`src/rtl/attn_score_seq.sv`:
```
// rtl/attn_score_seq.sv - sequencer for transpose, K^T copy into GEMM X SRAM, then GEMM
module attn_score_seq #(
    parameter int T          = 8,
    parameter int DMAX       = 1024,
    parameter int DATA_W     = 32,
    parameter int BYTE_W     = DATA_W / 8,
    parameter int RD_TIMEOUT = 64,
    parameter int T_W        = (T <= 1) ? 1 : $clog2(T),
    parameter int D_W        = (DMAX <= 1) ? 1 : $clog2(DMAX)
) (
    input  logic              clk,
    input  logic              rst,
    input  logic              cmd_start,
    input  logic              cmd_abort,
    input  logic [15:0]       D_len,
    output logic              busy,
    output logic              done,
    output logic              err,
    output logic              tr_start,
    input  logic              tr_busy,
    input  logic              tr_done,
    output logic              tr_b_re,
    output logic [D_W-1:0]    tr_b_row,
    output logic [T_W-1:0]    tr_b_col,
    input  logic [DATA_W-1:0] tr_b_rdata,
    input  logic              tr_b_rvalid,
    output logic              cpu_x_we,
    output logic [D_W-1:0]    cpu_x_k,
    output logic [T_W-1:0]    cpu_x_n,
    output logic [DATA_W-1:0] cpu_x_wdata,
    output logic [BYTE_W-1:0] cpu_x_wmask,
    output logic              gemm_start,
    input  logic              gemm_busy,
    input  logic              gemm_done
);

    localparam int K_W  = D_W + 1;
    localparam int TO_W = $clog2(RD_TIMEOUT + 1);

    // err is registered, so deciding at count RD_TIMEOUT-2 puts the pulse
    // exactly RD_TIMEOUT cycles after the tr_b_re cycle.
    localparam logic [TO_W-1:0] TO_FIRE = TO_W'((RD_TIMEOUT >= 2) ? RD_TIMEOUT - 2 : 0);
    localparam logic [K_W-1:0]  DMAX_K  = K_W'(DMAX);
    localparam logic [T_W-1:0]  N_LAST  = T_W'(T - 1);

    typedef enum logic [2:0] {
        S_IDLE,
        S_TR_KICK,
        S_TR_WAIT,
        S_CP_RD,
        S_CP_WAIT,
        S_CP_WR,
        S_GEMM_KICK,
        S_GEMM_WAIT
    } state_t;

    state_t              state_q, state_d;
    logic [K_W-1:0]      k_q, k_d;
    logic [T_W-1:0]      n_q, n_d;
    logic [K_W-1:0]      d_eff_q, d_eff_d;
    logic [K_W-1:0]      d_eff_in;
    logic [TO_W-1:0]     to_cnt_q, to_cnt_d;
    logic [DATA_W-1:0]   wdata_q, wdata_d;
    logic                busy_q, busy_d;
    logic                done_q, done_d;
    logic                err_q, err_d;
    logic                tr_start_q, tr_start_d;
    logic                tr_b_re_q, tr_b_re_d;
    logic                cpu_x_we_q, cpu_x_we_d;
    logic                gemm_start_q, gemm_start_d;
    logic                last_elem;

    // Clamp the requested head dimension to the SRAM depth.
    always_comb begin
        d_eff_in = K_W'(D_len);
        if (32'(D_len) > DMAX) begin
            d_eff_in = DMAX_K;
        end
    end

    assign last_elem = (k_q == d_eff_q - 1'b1) && (n_q == N_LAST);

    // Next-state, counter and registered-output decode.
    always_comb begin
        state_d  = state_q;
        k_d      = k_q;
        n_d      = n_q;
        d_eff_d  = d_eff_q;
        to_cnt_d = to_cnt_q;
        wdata_d  = wdata_q;
        done_d   = 1'b0;
        err_d    = 1'b0;

        case (state_q)
            S_IDLE: begin
                if (cmd_start) begin
                    if (d_eff_in == '0) begin
                        err_d = 1'b1;
                    end else begin
                        d_eff_d = d_eff_in;
                        k_d     = '0;
                        n_d     = '0;
                        state_d = S_TR_KICK;
                    end
                end
            end
            S_TR_KICK: begin
                if (tr_busy) begin
                    state_d = S_TR_WAIT;
                end
            end
            S_TR_WAIT: begin
                if (tr_done && !tr_busy) begin
                    k_d     = '0;
                    n_d     = '0;
                    state_d = S_CP_RD;
                end
            end
            S_CP_RD: begin
                to_cnt_d = '0;
                state_d  = S_CP_WAIT;
            end
            S_CP_WAIT: begin
                if (tr_b_rvalid) begin
                    wdata_d = tr_b_rdata;
                    state_d = S_CP_WR;
                end else if (to_cnt_q == TO_FIRE) begin
                    err_d   = 1'b1;
                    state_d = S_IDLE;
                end else begin
                    to_cnt_d = to_cnt_q + 1'b1;
                end
            end
            S_CP_WR: begin
                // n walks the tile columns fastest, k the head dimension.
                if (n_q == N_LAST) begin
                    n_d = '0;
                    k_d = k_q + 1'b1;
                end else begin
                    n_d = n_q + 1'b1;
                end
                state_d = last_elem ? S_GEMM_KICK : S_CP_RD;
            end
            S_GEMM_KICK: begin
                if (gemm_busy) begin
                    state_d = S_GEMM_WAIT;
                end
            end
            S_GEMM_WAIT: begin
                if (gemm_done && !gemm_busy) begin
                    done_d  = 1'b1;
                    state_d = S_IDLE;
                end
            end
            default: begin
                state_d = S_IDLE;
            end
        endcase

        // Abort wins over every transition; downstream engines keep running.
        if (state_q != S_IDLE && cmd_abort) begin
            state_d = S_IDLE;
            done_d  = 1'b0;
            err_d   = 1'b0;
        end

        // Strobes follow the state being entered so they are registered.
        busy_d       = (state_d != S_IDLE);
        tr_start_d   = (state_d == S_TR_KICK);
        tr_b_re_d    = (state_d == S_CP_RD);
        cpu_x_we_d   = (state_d == S_CP_WR);
        gemm_start_d = (state_d == S_GEMM_KICK);
    end

    // State, counters and output registers.
    always_ff @(posedge clk or posedge rst) begin
        if (rst) begin
            state_q      <= S_IDLE;
            k_q          <= '0;
            n_q          <= '0;
            d_eff_q      <= '0;
            to_cnt_q     <= '0;
            wdata_q      <= '0;
            busy_q       <= 1'b0;
            done_q       <= 1'b0;
            err_q        <= 1'b0;
            tr_start_q   <= 1'b0;
            tr_b_re_q    <= 1'b0;
            cpu_x_we_q   <= 1'b0;
            gemm_start_q <= 1'b0;
        end else begin
            state_q      <= state_d;
            k_q          <= k_d;
            n_q          <= n_d;
            d_eff_q      <= d_eff_d;
            to_cnt_q     <= to_cnt_d;
            wdata_q      <= wdata_d;
            busy_q       <= busy_d;
            done_q       <= done_d;
            err_q        <= err_d;
            tr_start_q   <= tr_start_d;
            tr_b_re_q    <= tr_b_re_d;
            cpu_x_we_q   <= cpu_x_we_d;
            gemm_start_q <= gemm_start_d;
        end
    end

    assign busy        = busy_q;
    assign done        = done_q;
    assign err         = err_q;
    assign tr_start    = tr_start_q;
    assign tr_b_re     = tr_b_re_q;
    assign tr_b_row    = k_q[D_W-1:0];
    assign tr_b_col    = n_q;
    assign cpu_x_we    = cpu_x_we_q;
    assign cpu_x_k     = k_q[D_W-1:0];
    assign cpu_x_n     = n_q;
    assign cpu_x_wdata = wdata_q;
    assign cpu_x_wmask = '1;
    assign gemm_start  = gemm_start_q;

endmodule

```
`config.mk`:
```
export PLATFORM = sky130hd
export DESIGN_NAME = attn_score_seq
export DESIGN_NICKNAME = d
export VERILOG_FILES = /design/src/rtl/attn_score_seq.sv
export SDC_FILE = /design/constraint.sdc
export NUM_CORES = 1
export LEC_CHECK = 0
export BUFFER_PORTS_ARGS = -buffer_cell sky130_fd_sc_hd__buf_2
export CORE_ASPECT_RATIO = 1.75
export CORE_MARGIN = 2
export CORE_UTILIZATION = 51
export DETAILED_ROUTE_END_ITERATION = 7
export PLACE_DENSITY_LB_ADDON = 0.08
export SETUP_SLACK_MARGIN = 0.02
export SKIP_CTS_REPAIR_TIMING = 1
export SLEW_MARGIN = 15
export SYNTH_ARGS = -nofsm -noshare
export SYNTH_HDL_FRONTEND = slang
export SYNTH_SLANG_ARGS = --single-unit
export TNS_END_PERCENT = 10
```
`constraint.sdc`:
```
create_clock -name clk -period 2.7 [get_ports clk]
set_input_delay 0.54 -clock clk [delete_from_list [all_inputs] [get_ports clk]]
set_output_delay 0.54 -clock clk [all_outputs]
set_load 0.02 [all_outputs]
```
Word-level counts from Yosys, hierarchy flattened

Index checks and enable logic that the tools add are counted.

Register bits: 74
Input port bits: 57
Output and inout port bits: 69
Word-level logic and storage cells: 90

$add $sub $neg: 4
Equality and inequality tests: 20
Magnitude comparators: 1
Bitwise logic cells: 1
Reduce and logical (&&, ||, !) cells: 17
Mux-type cells: 34

Operators by type and width:

| cell                                                 | number |
|---|---|
| 2-to-1 mux 11 bit                                    | 5 |
| 2-to-1 mux 3 bit                                     | 14 |
| one-hot mux 11 bit (3 select lines)                  | 1 |
| one-hot mux 3 bit (8 select lines)                   | 1 |
| == test 3 bit, second input constant                 | 7 |
| > comparator 16 x 11 -> 1 bit, second input constant | 1 |
| 2-to-1 mux 7 bit                                     | 2 |
| one-hot mux 7 bit (2 select lines)                   | 1 |
| != test 2 bit, second input constant                 | 6 |
| adder 11 x 1 -> 11 bit, second input constant        | 1 |
| == test 11 bit                                       | 1 |
| logical NOT 11 bit                                   | 1 |
| subtractor 11 x 1 -> 11 bit, second input constant   | 1 |
| == test 3 x 2 -> 1 bit, second input constant        | 3 |
| one-hot mux 3 bit (3 select lines)                   | 1 |
| nonzero test 3 bit                                   | 3 |
| 2-to-1 mux 1 bit                                     | 8 |
| adder 7 x 1 -> 7 bit, second input constant          | 1 |
| == test 7 x 6 -> 1 bit, second input constant        | 1 |
| == test 3 x 1 -> 1 bit, second input constant        | 2 |
| AND reduction 3 bit                                  | 2 |
| AND reduction 5 bit                                  | 1 |
| logical AND 1 bit                                    | 4 |
| AND reduction 4 bit                                  | 1 |
| other kinds (7)                                      | 8 |

Depth between registers and ports, before layout

Depth after elaboration: 8
Depth in mapped cells: 10
Mapped depth without buffers: 8

Worst setup path before layout

No wires, ideal clock.

Path type: reg2reg
Start: reg d_eff_q[0]
End: reg gemm_start_q (netlist: gemm_start)
Buffers on the path: 2
Library setup time: 68 ps
Path slack: 213 ps
Cell stages (with the launch flop): 11
Required time: 2632 ps
Arrival time: 2418 ps
Period minus slack after synthesis: 2487 ps
Cell sequence: dfrtp_1 clkbuf_1 inv_1 ha_1 buf_6 o21ba_2 a221o_1 a222oi_1 o2111ai_1 o311ai_2 and3_1

Word-level cells in the longest chain between the ends: 7

RTL lines:

| what                               | line | source |
|---|---|---|
| start: declaration                 | 60   | `logic [K_W-1:0] d_eff_q, d_eff_d;` |
| start signal: assignment           | 181  | `d_eff_q <= '0;` |
| start signal: assignment           | 195  | `d_eff_q <= d_eff_d;` |
| subtractor 11 x 1 -> 11 bit        | 81   | `assign last_elem = (k_q == d_eff_q - 1'b1) && (n_q == N_LAST);` |
| == test 11 bit                     | 81   |  |
| logical AND 1 bit                  | 81   |  |
| 2-to-1 mux 3 bit                   | 142  | `state_d = last_elem ? S_GEMM_KICK : S_CP_RD;` |
| one-hot mux 3 bit (8 select lines) | 94   | `case (state_q)` |
| 2-to-1 mux 3 bit                   | 161  | `if (state_q != S_IDLE && cmd_abort) begin` |
| == test 3 bit                      | 172  | `gemm_start_d = (state_d == S_GEMM_KICK);` |
| via gemm_start_d                   | 70   | `logic gemm_start_q, gemm_start_d;` |
| end signal: assignment             | 204  | `gemm_start_q <= gemm_start_d;` |
| end: declaration                   | 70   |  |

The timed path passes the listed nets, and every way through them passes these cells.
A chain may end at the register's enable or synchronous reset.

Worst setup path after layout

Start: reg d_eff_q[5]
End: reg gemm_start_q (netlist: gemm_start)

The elaborated chain is that of the path after synthesis.

==> flow_metrics.env <==
export IMPL_pre_cts_ws_ps=59.49
export IMPL_arrival_ps=2870
export IMPL_cts_path_max_buffers=2
export IMPL_yosysSeqAreaShare_pct=47.65
export IMPL_core_region_area_um2=7462
export IMPL_synth_common_cells="74 x dfrtp_1, 33 x mux2_2, 29 x buf_4"
export IMPL_drtIter0Drc=183
export IMPL_synth_top_area_cell="dfrtp_1"
export IMPL_cp_max_fo=5
export IMPL_cts_htree_levels=3
export IMPL_viasPerCell=5.560
export IMPL_cp_cell_sequence="or4_4 > or4_1 > a222oi_1 > o2111ai_2 > o311ai_2 > and3_1"
export IMPL_start_kind="flop"
export IMPL_p_per_area_nw_per_um2=872.6
export IMPL_end_kind="flop"
export IMPL_synth_ff_type="dfrtp_1"
export IMPL_cp_slowest_cell="or4_4"
export IMPL_die_h_um=119.5
export IMPL_critical_path_class="flop to flop"
export IMPL_synth_top_area_share_pct=47.65
export IMPL_rrSetupSlack_ps=100
export IMPL_ios=126
export IMPL_slew_viol_final=0
export IMPL_initial_utilization_pct=52.08
export IMPL_grt_max_degree=51
export IMPL_hpwl_um=6842
export IMPL_path_clk_slew_ps=60
export IMPL_ir_drop_v=0.0007021
export IMPL_ys_seq_elements=74
export IMPL_yosysMostFrequentCell="dfrtp_1"
export IMPL_num_rows=42
export IMPL_synthArstFlopShare_pct=100.0
export IMPL_design_die_area_um2=8361
export IMPL_cp_slowest_stage_delay_ps=560
export IMPL_status="finished clean"
export IMPL_worst_pin_slew_ps=694.6
export IMPL_ant_nets=0
export IMPL_fin_skew_ps=7.138
export IMPL_r2r_end="gemm_start$_DFF_PP0_"
export IMPL_layout_setup_ws_ps=104.3
export IMPL_crit_family="simple AND/OR/NAND/NOR gates"
export IMPL_first_pass_iters=4
export IMPL_drc_errors=0
export IMPL_relSlewSlack_pct=53.38
export IMPL_cts_buffers=9
export IMPL_netlist_top_cells_area="dfrtp_1 48%, mux2_2 9.6%, buf_4 5.6%, o21ai_0 2.8%, nor2_1 2.3%"
export IMPL_avgRoutedWirePerCell_um=16.48
export IMPL_synth_cell_types=55
export IMPL_rsz0062_at_grt="true"
export IMPL_place_congestion=0.8290
export IMPL_diodes=0
export IMPL_drive_gt1_share_pct=41.36
export IMPL_yosysWarnings=0
export IMPL_r2r_start="d_eff_q[5]$_DFFE_PP0P_"
export IMPL_leakagePower_nw=2.394
export IMPL_cap_violations=0
export IMPL_fin_crit_sh_pct=96.14
export IMPL_setup_viol=0
export IMPL_syn_to_final_growth_pct=20.48
export IMPL_wl_um=9177
export IMPL_synth_area_um2=3886
export IMPL_clock_latency_ps=340
export IMPL_finalNonFillerCells=557
export IMPL_nets=527
export IMPL_cts_root_buf="clkbuf_16"
export IMPL_period_needed_ps=2596
export IMPL_final_hold_viol_count=0
export IMPL_dp_cells=541
export IMPL_grt_overflow=0
export IMPL_grt_pass1_vias=3108
export IMPL_track_usage_pct=22.91
export IMPL_io_buffers=121
export IMPL_holdWs_ps=253.8
export IMPL_min_path_type="primary input to asynchronous set/reset pin"
export IMPL_cp_buffers_inverters=0
export IMPL_die_w_um=69.99
export IMPL_cts_sinks=74
export IMPL_synth_edff_count=0
export IMPL_max_clock_freq_mhz=385.2
export IMPL_synthCells=362
export IMPL_grt_pass1_wl_um=14920
export IMPL_rr_worst_depth=6
export IMPL_routed_via_count=3097
export IMPL_fill_cells=644
export IMPL_cts_tree="yes"
export IMPL_syn_avg_cell_area_um2=10.74
export IMPL_antenna_found_initial=0
export IMPL_worst_ep_required_time_ps=2970
flip-flops by register name (all words and copies together), names as in the netlist:
register     cells
gemm_start       1
cpu_x_wdata     32
busy             1
tr_b_re          1
err              1
state_q          3
k_q             11
tr_start         1
d_eff_q         11
cpu_x_we         1
to_cnt_q         7
cpu_x_n          3
done             1
worst reg2reg max path, delay by kind of cell (launching register included):
family             cells  cell delay (ps)
AOI/OAI and AO/OA      3              920
DFF                    1              370
and+or+nand+nor        3             1250
through the flow:
stage	total power (W)	util (%)	area (µm²)	setup TNS, ps
after floorplan	0.002579	-	3897	0
after global placement	0.003005	59.05	4407	0
after detailed placement	0.003033	59.05	4407	0
after CTS	0.004129	62.63	4673	0
after global routing	0.004310	62.74	4682	-2.018
final	0.004086	62.74	4682	0
layout make-up:
type                       instances  area (µm²)  share of cell area [%]
sequential                        74        1852                   39.55
multi-input combinational        235        1700                   36.32
timing repair buffer             134       715.7                   15.29
clock buffer                      14       254.0                   5.425
tap                               88       110.1                   2.352
inverter                          10       37.54                  0.8017
clock inverter                     2       12.51                  0.2672
layer usage:
| layer | up-vias | track usage [%] | share of wire (%) |
|---|---|---|---|
| met2 | 102 | 40.00 | 55 |
| met5 | - | 0 | 0 |
| met3 | 24 | 5.838 | 5.0 |
| met4 | 0 | 12.62 | 3.4 |
| met1 | 1492 | 24.89 | 37 |
| li1 | 1479 | - | - |
logic make-up after synthesis:
logic type               count (synthesis)  synth area share (%)
buffers and inverters                   56                 9.176
AND/OR/NAND/NOR                        107                 14.75
AO/OA/AOI/OAI                           68                 12.98
multiplexers                            34                 9.820
XOR/XNOR                                16                 3.606
other                                    1               0.09649
adder cells (fa/ha/maj)                  6                 1.932
flip-flops                              74                 47.65
worst max path at each step:
stage | depth (start not counted) | from | slack, ps | endpoint
floorplan | 10 | d_eff_q[0]$_DFFE_PP0P_ | 210 | gemm_start$_DFF_PP0_
global placement | 6 | d_eff_q[3]$_DFFE_PP0P_ | 90 | gemm_start$_DFF_PP0_
detailed placement | 6 | d_eff_q[3]$_DFFE_PP0P_ | 60 | gemm_start$_DFF_PP0_
CTS | 6 | d_eff_q[3]$_DFFE_PP0P_ | 50 | gemm_start$_DFF_PP0_
global route | 6 | d_eff_q[5]$_DFFE_PP0P_ | -2 | gemm_start$_DFF_PP0_
finish | 6 | d_eff_q[5]$_DFFE_PP0P_ | 100 | gemm_start$_DFF_PP0_
where the power goes:
| group | internal, W | switching (W) | total [W] |
|---|---|---|---|
| clock | 0.000646 | 0.000427 | 0.00107 |
| sequential | 0.00141 | 0.000197 | 0.00161 |
| combinational | 0.000583 | 0.000823 | 0.00141 |
cell usage in the layout (no fill, tap or decap), types with 3 or more instances in the layout:
cell type  Yosys  final
a21o_1         4      4
a22o_1        10     10
a31oi_1        5      5
and3_1         9      9
buf_2          0    121
buf_4         29     12
clkbuf_1      12      4
clkbuf_16      0      9
conb_1         1      4
dfrtp_1       74     74
ha_1           6      5
inv_1         10      9
mux2_2        33     33
nand2_1       15     15
nand2b_1       3      3
nand3_1       14     14
nand4_1        5      5
nor2_1        24     23
nor2b_1        3      3
nor3_1         7      7
nor3b_1        3      3
nor4_1         7      7
o21ai_0       22     22
o31ai_1        6      6
or2_2          3      3
or3_1          3      3
xnor2_1        7      7
xor2_1         9      9
Power figures use the tool's default switching activity.
